==> src/rtl/wb_write_port.sv <==
// Register-file write-port arbiter: the pipeline writeback stage always wins, and
// mul/div results wait in a small FIFO until the port is free.
module wb_write_port #(
  parameter int DEPTH = 2
) (
  input  logic                     clk,
  input  logic                     reset,
  input  logic                     RegWriteW,
  input  logic [4:0]               WriteRegW,
  input  logic [31:0]              ResultW,
  input  logic                     md_valid,
  output logic                     md_ready,
  input  logic [4:0]               md_reg,
  input  logic [31:0]              md_data,
  input  logic [4:0]               q_a1,
  input  logic [4:0]               q_a2,
  output logic                     q_busy1,
  output logic                     q_busy2,
  output logic [$clog2(DEPTH):0]   md_count,
  output logic                     WE3,
  output logic [4:0]               A3,
  output logic [31:0]              WD3
);

  localparam int PW = $clog2(DEPTH);
  localparam logic [PW:0] FULL_CNT = (PW+1)'(DEPTH);

  logic [4:0]       r_reg  [DEPTH];
  logic [31:0]      r_data [DEPTH];
  logic [DEPTH-1:0] r_vld;
  logic [PW-1:0]    r_wr_ptr;
  logic [PW-1:0]    r_rd_ptr;
  logic [PW:0]      r_count;

  logic w_full;
  logic w_empty;
  logic w_pipe_win;
  logic w_push;
  logic w_pop;

  assign w_full     = (r_count == FULL_CNT);
  assign w_empty    = (r_count == '0);
  assign w_pipe_win = RegWriteW && (WriteRegW != 5'd0);

  // Results for $0 complete the handshake but are dropped rather than buffered.
  assign md_ready   = !w_full && !reset;
  assign w_push     = md_valid && md_ready && (md_reg != 5'd0);
  assign w_pop      = !reset && !w_pipe_win && !w_empty;
  assign md_count   = r_count;

  always_ff @(posedge clk or posedge reset) begin
    if (reset) begin
      r_wr_ptr <= '0;
      r_rd_ptr <= '0;
      r_count  <= '0;
      r_vld    <= '0;
    end else begin
      if (w_push) begin
        r_wr_ptr        <= r_wr_ptr + 1'b1;
        r_vld[r_wr_ptr] <= 1'b1;
      end
      if (w_pop) begin
        r_rd_ptr        <= r_rd_ptr + 1'b1;
        r_vld[r_rd_ptr] <= 1'b0;
      end
      case ({w_push, w_pop})
        2'b10:   r_count <= r_count + 1'b1;
        2'b01:   r_count <= r_count - 1'b1;
        default: r_count <= r_count;
      endcase
    end
  end

  // Payload storage is qualified by r_vld, so it needs no reset.
  always_ff @(posedge clk) begin
    if (w_push) begin
      r_reg[r_wr_ptr]  <= md_reg;
      r_data[r_wr_ptr] <= md_data;
    end
  end

  always_comb begin
    WE3 = 1'b0;
    A3  = 5'd0;
    WD3 = 32'd0;
    if (!reset) begin
      if (w_pipe_win) begin
        WE3 = 1'b1;
        A3  = WriteRegW;
        WD3 = ResultW;
      end else if (!w_empty) begin
        WE3 = 1'b1;
        A3  = r_reg[r_rd_ptr];
        WD3 = r_data[r_rd_ptr];
      end
    end
  end

  // The head entry stays busy through its pop cycle; the regfile bypass covers that cycle.
  always_comb begin
    q_busy1 = 1'b0;
    q_busy2 = 1'b0;
    for (int i = 0; i < DEPTH; i++) begin
      if (r_vld[i] && (q_a1 != 5'd0) && (r_reg[i] == q_a1)) q_busy1 = 1'b1;
      if (r_vld[i] && (q_a2 != 5'd0) && (r_reg[i] == q_a2)) q_busy2 = 1'b1;
    end
  end

endmodule

==> config.mk <==
export PLATFORM = sky130hd
export DESIGN_NAME = wb_write_port
export DESIGN_NICKNAME = d
export VERILOG_FILES = /design/src/rtl/wb_write_port.sv
export SDC_FILE = /design/constraint.sdc
export NUM_CORES = 1
export LEC_CHECK = 0
export ABC_AREA = 1
export CAP_MARGIN = 5
export CORE_ASPECT_RATIO = 1.4
export CORE_UTILIZATION = 25
export DETAILED_ROUTE_END_ITERATION = 7
export GPL_ROUTABILITY_DRIVEN = 0
export HOLD_SLACK_MARGIN = 0.12
export PLACE_DENSITY_LB_ADDON = 0.1
export SYNTH_ARGS = -nofsm -noshare
export SYNTH_HDL_FRONTEND = slang
export SYNTH_SLANG_ARGS = --single-unit
export TNS_END_PERCENT = 30
==> constraint.sdc <==
create_clock -name clk -period 2.07 [get_ports clk]
set_input_delay 0.414 -clock clk [delete_from_list [all_inputs] [get_ports clk]]
set_output_delay 0.414 -clock clk [all_outputs]
set_load 0.05 [all_outputs]
==> run metrics, run 1 <==
run status=finished with violations; failing checks=DRC, setup timing; final period utilization=101%; Pwr Total=8.48 mW; Clk pwr share=22.9%; vias in the first global route=3697; Synth Instances=446; HP Class=in2async; share of layout cells above drive strength 1=35.7%; sequential area share after synthesis=56.6%; via/cell ratio=4.37; worst setup margin=-0.0242 ns; flops & latches, synth=80; P_int=5.39 mW; Hold Violations, Final=0; Netlist cell types=26; dpl cells=786; P per Cell Area=1120 mW/mm²; register area=0.00237 mm²; Async SR Flop Fraction=7.50%; H-Tree Depth=3; final setup vio count=5; pin count of the biggest net entering global routing=37; Clock Tree Buf Depth=2; Sw Pwr=3.09 mW; Setup crit start=md_count[1]; Tot GR Track Use=15.0%; CP max FO=5; Mapped Nets=535; FF-to-FF setup slack=0.11 ns; Final ANT Viol Nets=0; Logic pwr share=51.9%; die area=0.0173 mm²; Synth area leaders=edfxtp_1, nand2_1, a21oi_2, dfrtp_1, nor2_1; Synthesis Warnings=0; num ports=131; Sw Share=36.4%; sequential power share=25.2%; clk_lat worst skew=0.34 ns; DRT iter0 DRCs=122; CTS tree=done; CP startpoint kind=flop; top-area cell type share of the netlist area=53.0%; Slew Viols, Final=0; arrival time worst endpoint=1.68 ns; Buffers on Ports=130; # clock sinks=80; routed via count=3633; Leak=3.13 nW; CP required=1.66 ns; antenna violations before repair=0; drt drc=11; DRT Wirelength=13.3 mm; worst setup path end=WD3[8]; WL per Instance=16.0 µm; core area=0.0163 mm²; ys flop type=edfxtp_1; hpwl dp=8.51 mm; diode count=0; Final min period=2.09 ns; global-route wire length before repair=19.5 mm; fmax=478 MHz; worst r2r path cells=12; Overflow after GRT=0; initial core utilization=25.7%; clk_skew=0.00672 ns; EDFF count, synth=74; CTS clk-pin slew, worst paths=0.06 ns; Die Wd=111 µm; number of fill cells in the layout=1533; CP Capture Type=output pin; RR Startpoint=md_count[1]; synth-to-layout area growth=81.3%; Final Instance Count excl. Fillers=832; Peak VDD IR=0.523 mV; Synth area leader=edfxtp_1; multi-input logic area=0.00191 mm²; Largest register FFs=64; synthesized area=0.00419 mm²; Layout Nets=717; Row Count=55; Num CTS Buffers=9; Max Cap Violations=0; max_slew headroom=67.0%; 1st-pass router iterations=6; Place WS=-0.303 ns; Worst-Margin Slew=0.494 ns; critical path class=reg2out; Mean Syn Cell Area=9.40 µm²; Die H=155 µm; unrepaired setup endpoints after global routing=yes; clock root buffer=clkbuf_16; reg2reg end=md_count[1]
==> metal layers <==
metal | vias up | global-route usage [%] | share of wire (%)
met3 | 12 | 3.35 | 3.6
met4 | 0 | 4.50 | 1.4
met2 | 75 | 27.5 | 55
met1 | 1740 | 17.3 | 40
met5 | - | 0 | 0
li1 | 1806 | - | -
==> timing repair <==
item                       4_1_cts  5_1_grt
setup buffers                   16        6
gates cloned                     6        4
resized for setup               56       53
setup endpoints to repair       38       41
hold buffers                     0        0
pin swaps                       19       34
==> power by group through the flow <==
| stage | logic [mW] | registers (mW) | clock network [mW] |
|---|---|---|---|
| global placement | 3.57 | 2.17 | 0 |
| global route | 4.69 | 2.16 | 2.06 |
| detailed placement | 3.59 | 2.18 | 0 |
| CTS | 4.07 | 2.13 | 1.98 |
| floorplan | 1.94 | 2.21 | 0 |
| finish | 4.40 | 2.14 | 1.94 |
==> worst max-delay path, cell delays in order, from the launching register on <==
cell and delay, ns:
dfrtp_1 0.36, inv_2 0.06, a21oi_4 0.17, buf_12 0.14, buf_12 0.13, buf_12 0.11
nand2_2 0.06, a21oi_4 0.15, buf_12 0.15
==> cells in the mapped netlist, types with 2 or more instances <==
cell type  instances
buf_2             11
inv_2              4
o21ai_0            3
buf_6              3
nand2_2           20
or2_2              2
o211ai_1           3
buf_8              2
inv_1             31
edfxtp_1          74
xnor2_1           15
a21oi_1           17
nand2_1          165
buf_4              3
nor2_2             9
a21oi_2           19
dfrtp_1            6
nand3b_1           5
nor2_1            37
nand3_1           11
==> kinds of logic (layout without fill, tap and decap cells) <==
kind of cell | after synthesis | count (layout) | synth area share, %
adders and majority gates | 1 | 1 | 0.299
and+or+nand+nor | 252 | 252 | 25.9
xor gates and xnor gates | 16 | 16 | 3.34
DFF | 80 | 80 | 56.6
buffers and inverters | 54 | 241 | 6.51
AOI/OAI and AO/OA | 43 | 43 | 7.29
==> stage by stage <==
step / area, µm² / setup TNS [ns] / hold WS [ns] / util (%)
after floorplan: 4260 / -13.02 / 0.254 / -
after global placement: 6450 / -25.61 / 0.481 / 39.6
after detailed placement: 6450 / -26.82 / 0.498 / 39.6
after CTS: 7290 / -0.456 / 0.387 / 44.7
after global routing: 7600 / -1.52 / 0.397 / 46.6
final: 7600 / -0.0675 / 0.385 / 46.6
==> layout by cell type (no fill, tap or decap), types with 2 or more instances in the layout <==
cell type	synthesis	layout
bufinv_16	0	4
inv_1	31	25
clkbuf_16	0	13
a21oi_2	19	8
nand2_1	165	148
buf_4	3	27
buf_2	11	2
o21ai_1	0	2
buf_12	0	60
buf_16	0	4
nand2_2	20	33
dfrtp_1	6	5
a21oi_4	1	28
nor2_2	9	13
clkdlybuf4s50_1	0	75
o211ai_1	3	3
edfxtp_1	74	74
dlymetal6s2s_1	0	6
nand3_1	11	11
inv_2	4	8
nand3b_1	5	5
inv_6	0	2
nand2_4	0	4
xnor2_1	15	15
nor2_1	37	33
buf_6	3	7
clkbuf_2	0	3
==> worst min-delay path by stage <==
stage,from,endpoint,cells past startpoint
after floorplan,reset,md_count[0],1
after global placement,r_wr_ptr,r_wr_ptr,2
after detailed placement,r_wr_ptr,r_wr_ptr,2
after CTS,reset,r_rd_ptr,4
after global routing,reset,r_rd_ptr,4
final,reset,r_rd_ptr,4
==> cell type report <==
| class | count | area share, % |
|---|---|---|
| Tap cell | 199 | 3.28 |
| Timing Repair Buffer | 190 | 33.7 |
| Inverter | 35 | 1.81 |
| Multi-Input combinational cell | 312 | 25.1 |
| Clock buffer | 10 | 3.01 |
| Clock inverter | 6 | 1.81 |
| Sequential cell | 80 | 31.2 |
Power figures use the tool's default switching activity.
==> run 2: changes to the inputs <==
- CTS_CLUSTER_SIZE: unset -> 20
- PLACE_DENSITY: unset -> 0.49
- PLACE_DENSITY_LB_ADDON: 0.1 -> unset
- clock period: 2.07 -> 2.4 ns (I/O delays scaled with it)
==> run metrics, run 2 (synthesized netlist as in run 1, its figures left out) <==
diode count=0 (unchanged); final period utilization=97.9%; DRT Wirelength=11.7 mm (-12%); vias in the first global route=3612 (-2.3%); hpwl dp=8.64 mm (+1.5%); GRT met2 Usage=26.6% (-0.92 points); arrival time worst endpoint=1.87 ns (+0.19 ns); global-route wire length before repair=18.6 mm (-4.2%); worst r2r path cells=9 (-3); fmax=426 MHz; P per Cell Area=952 mW/mm² (-15%); CP required=1.92 ns (+0.26 ns); die area=0.0173 mm² (unchanged); hold slack=0.408 ns (+0.0227 ns); share of layout cells above drive strength 1=26.5% (-9.2 points); failing checks=DRC; CP max FO=13 (+8); CTS clk-pin slew, worst paths=0.06 ns (about the same); pin count of the biggest net entering global routing=37 (unchanged); kind of cell adding the most delay to the critical path=buffers and inverters; Peak VDD IR=0.392 mV (-25%); routed via count=3439 (-5.3%); Leak=2.74 nW (-12%); HP Class=in2async; CP Capture Type=output pin; DRT iter0 DRCs=146 (+20%); CP startpoint kind=primary input; unrepaired setup endpoints after global routing=yes; M3 GR Usage=3.27% (-0.078 points); clk_lat worst skew=0.34 ns (about the same); initial core utilization=25.7% (unchanged); Overflow after GRT=0 (unchanged); commonest non-fill, non-tap cells in the layout=nand2_1, clkdlybuf4s50_1, edfxtp_1; M1 GR Usage=15.2% (-2.1 points); # clock sinks=80 (unchanged); 1st-pass router iterations=6 (unchanged); peak per-stage delay on the critical path=0.48 ns (+0.12 ns); Max Cap Violations=0 (unchanged); core area=0.0163 mm² (unchanged); Worst-Margin Slew=0.510 ns (+0.0154 ns); Layout Nets=681 (-5.0%); drt drc=6 (-5); Final ANT Viol Nets=0 (unchanged); Setup Fix Bufs, Post-CTS=0 (-16); synth-to-layout area growth=60.6%; number of fill cells in the layout=1545 (+0.78%); CTS tree=done; Pwr Total=6.41 mW (-24%); Largest register FFs=64 (unchanged); clock root buffer=clkbuf_16; Hold Violations, Final=0 (unchanged); hold buffers post-CTS=0 (unchanged); clk_skew=0.00546 ns (-0.00126 ns); via/cell ratio=4.32 (-1.1%); Critical-path top delay cell=clkdlybuf4s50_1; Buffers on Ports=130 (unchanged); most common cell after layout, fill and taps aside=nand2_1; Num CTS Buffers=9 (unchanged); Die Wd=111 µm (unchanged); final setup vio count=0 (-5); crit path cell chain=clkdlybuf4s50_1 > inv_2 > nand4_4 > nand3_2 > buf_12 > a21oi_2 > buf_12; Die H=155 µm (unchanged); FF-to-FF setup slack=0.55 ns (+0.44 ns); Row Count=55 (unchanged); Final min period=2.35 ns; TNS Setup=0 ns (+0.0675 ns); Tot GR Track Use=14.2% (-0.82 points); worst setup path end=A3[4]; run status=finished with violations; Crit path top cell by count=buf_12; antenna violations before repair=0 (unchanged); GRT busiest layer=met2; max_slew headroom=65.9% (-1.0 points); total stage count of the critical path=7 (-1); RR Startpoint=md_count[0]; Slew Viols, Final=0 (unchanged); Setup crit start=WriteRegW[3]; num ports=131 (unchanged); CP Buf/Inv Count=4 (-1); WL per Instance=14.7 µm (-8.0%); reg2reg end=md_count[1]; Clock Tree Buf Depth=2 (unchanged); critical path class=in2out; H-Tree Depth=3 (unchanged); fin util=41.3% (-5.3 points)
## run 2: cell count changes in the layout (fill, tap and decap cells not counted), sizes merged
cell / delta
inv: -2
dlymetal6s2s: -3
bufinv: -1
clkdlybuf4s15: -1
buf: -35
clkdlybuf4s50: +9
clkinv: +4
clkbuf: -8
dlygate4sd2: +1
## run 2: worst min path at each step
stage                        start  slack, ns           to  cells after the start
after floorplan              reset       0.32  md_count[0]                      1
after global placement    r_wr_ptr       0.48     r_wr_ptr                      2
after detailed placement  r_wr_ptr       0.51     r_wr_ptr                      2
after CTS                    reset       0.40     r_rd_ptr                      2
after global routing         reset       0.41     r_rd_ptr                      2
final                        reset       0.41     r_rd_ptr                      2
## run 2: routing by layer
layer | vias up | part of all wire [%]
met5 | - | 0
met4 | 0 | 2.3
met3 | 19 | 4.3
met2 | 86 | 55
met1 | 1605 | 38
li1 | 1729 | -
## run 2: what timing repair did
action | CTS | global route
endpoints found under the setup margin | 20 | 35
pin swaps | 0 | 4
gates resized for setup | 16 | 10
## run 2: metrics by stage
step	worst slack, ns	area (µm²)	std cells
after detailed placement	-0.136	6310	780
after global routing	-0.0152	6730	796
after floorplan	-0.0546	4200	446
final	0.0512	6730	796
after global placement	-0.0913	6310	780
after CTS	-0.00273	6710	796
## run 2: layout make-up
class                      count  area [µm²]  share of cell area (%)
clock buffer                   9         225                    3.35
multi-input combinational    312        1610                    24.0
inverter                      35         131                    1.95
sequential                    80        2370                    35.2
timing repair buffer         154        2020                    30.0
clock inverter                 7         119                    1.77
tap                          199         249                    3.70
## run 2: worst reg2reg max path, delay by kind of cell (launching register included)
| family | cells | cell delay [ns] |
|---|---|---|
| AOI/OAI and AO/OA | 3 | 0.43 |
| xor gates and xnor gates | 1 | 0.16 |
| adders and majority gates | 1 | 0.24 |
| buffers and inverters | 3 | 0.38 |
| DFF | 1 | 0.44 |
| and+or+nand+nor | 1 | 0.09 |
## run 2: report_power, final
| group | switching [mW] | internal, mW |
|---|---|---|
| combinational | 1.73 | 1.27 |
| sequential | 0.0990 | 1.75 |
| clock | 0.544 | 1.02 |
| total | 2.38 | 4.03 |
==> run 3: changes to the inputs <==
- DONT_BUFFER_PORTS: unset -> 1
- PLACE_DENSITY: 0.49 -> 0.39
==> run metrics, run 3 (synthesized netlist as in run 1, its figures left out) <==
run status=finished with violations; failing checks=DRC; max_slew headroom=68.3% (+2.4 points); DRT Wirelength=11.4 mm (-2.3%); Critical-path top delay cell=dfrtp_1; Die Wd=111 µm (unchanged); Hold Violations, Final=0 (unchanged); Peak VDD IR=0.409 mV (+4.3%); Overflow after GRT=0 (unchanged); clock root buffer=clkbuf_16; Max Cap Violations=0 (unchanged); die area=0.0173 mm² (unchanged); Worst-Margin Slew=0.474 ns (-0.0359 ns); P per Cell Area=1100 mW/mm² (+16%); critical path class=reg2out; hpwl dp=8.31 mm (-3.8%); CTS clk-pin slew, worst paths=0.06 ns (about the same); antenna violations before repair=0 (unchanged); vias in the first global route=3124 (-14%); CP Capture Type=output pin; Row Count=55 (unchanged); Largest register FFs=64 (unchanged); dpl cells=680 (-13%); Pwr Total=6.00 mW (-6.3%); share of layout cells above drive strength 1=26.5% (+0.040 points); Slew Viols, Final=0 (unchanged); CP startpoint kind=flop; via/cell ratio=4.39 (+1.6%); number of fill cells in the layout=1682 (+8.9%); final setup vio count=0 (unchanged); fmax=444 MHz (+4.2%); WL per Instance=16.4 µm (+12%); final period utilization=93.9% (-4.0 points); Final ANT Viol Nets=0 (unchanged); most common cell after layout, fill and taps aside=nand2_1; CP Buf/Inv Count=3 (-1); initial core utilization=25.7% (unchanged); Leak=2.25 nW (-18%); Crit path top cell by count=nand2_1; unrepaired setup endpoints after global routing=no; CTS tree=done; Place WS=0.198 ns (+0.334 ns); H-Tree Depth=3 (unchanged); Layout Nets=582 (-15%); Clock Tree Buf Depth=2 (unchanged); arrival time worst endpoint=1.77 ns (-0.10 ns); clk_lat worst skew=0.33 ns (about the same); pin count of the biggest net entering global routing=37 (unchanged); diode count=0 (unchanged); fin util=33.5% (-7.8 points); 1st-pass router iterations=6 (unchanged); CP required=1.92 ns (about the same); commonest non-fill, non-tap cells in the layout=nand2_1, edfxtp_1, nor2_1; core area=0.0163 mm² (unchanged); clk_skew=0.00422 ns (-0.00124 ns); Num CTS Buffers=9 (unchanged); routed via count=3059 (-11%); num ports=131 (unchanged); DRT iter0 DRCs=136 (-6.8%); worst setup margin=0.146 ns (+0.0952 ns); kind of cell adding the most delay to the critical path=buffers and inverters; Buffers on Ports=0 (-100%); Final min period=2.25 ns (-0.0952 ns); Tot GR Track Use=13.6% (-0.57 points); crit path cell chain=inv_4 > buf_12 > nand2_1 > nand2_1 > nand2_1 > a21oi_1 > buf_4; Setup Fix Bufs, Post-CTS=0 (unchanged); synth-to-layout area growth=30.3%; drt drc=10 (+4); # clock sinks=80 (unchanged); CP max FO=32 (+19); Die H=155 µm (unchanged); peak per-stage delay on the critical path=0.43 ns (-0.05 ns); TNS Setup=0 ns (unchanged); HP Class=in2async; Final Instance Count excl. Fillers=697 (-12%); global-route wire length before repair=17.6 mm (-5.4%)
==> run 3: layout make-up <==
cell class / instances / area, µm² / area share [%]
well taps: 199 / 249 / 4.56
multi-input cells: 312 / 1560 / 28.5
clock inverters: 7 / 119 / 2.18
clock buffers: 9 / 225 / 4.13
repair buffers: 55 / 803 / 14.7
flip-flops and latches: 80 / 2370 / 43.5
inverters: 35 / 134 / 2.45
==> run 3: per-stage QoR <==
step,hold slack (ns),instance area [µm²]
after floorplan,0.320,4200
after global placement,0.300,5100
after detailed placement,0.307,5100
after CTS,0.162,5460
after global routing,0.186,5460
final,0.162,5460
==> run 3: worst reg2reg max path, cell delays in order, from the launching register on <==
cell     delay [ns]
dfrtp_1        0.39
buf_4          0.20
nand2_1        0.08
nand2_1        0.06
nor2_1         0.21
nand2_1        0.13
ha_1           0.32
a21oi_1        0.11
o21ai_0        0.11
xor2_1         0.15
==> run 3: what timing repair did <==
action / in CTS / in global routing
hold buffers: 1 / 0
resized for setup: 0 / 1
endpoints found under the setup margin: 0 / 5
endpoints found under the hold margin: 2 / 0
==> run 3: final timing paths <==
kind | start | to | slack [ns] | cells after the start
worst min-delay path | reset | r_vld[0] | 0.16 | 2
worst max-delay path | r_rd_ptr | A3[4] | 0.15 | 7
max in group asynchronous | reset | md_count[0] | 1.70 | 2
worst max register to register | md_count[1] | md_count[1] | 0.53 | 9
min in group clk | md_data[19] | r_data[1][19] | 0.24 | 0
worst min register to register | r_wr_ptr | r_wr_ptr | 0.51 | 2
==> run 3: per-layer routing <==
metal / global-route usage (%) / wire, µm
met5: 0 / 0
met4: 4.12 / 123
met3: 3.86 / 667
met2: 26.2 / 6320
met1: 14.2 / 4320
==> run 3: where the power goes <==
| part | total [mW] | switching [mW] | internal [mW] |
|---|---|---|---|
| sequential | 1.84 | 0.0907 | 1.75 |
| combinational | 2.60 | 1.65 | 0.946 |
| clock | 1.57 | 0.552 | 1.02 |
| total | 6.00 | 2.29 | 3.71 |
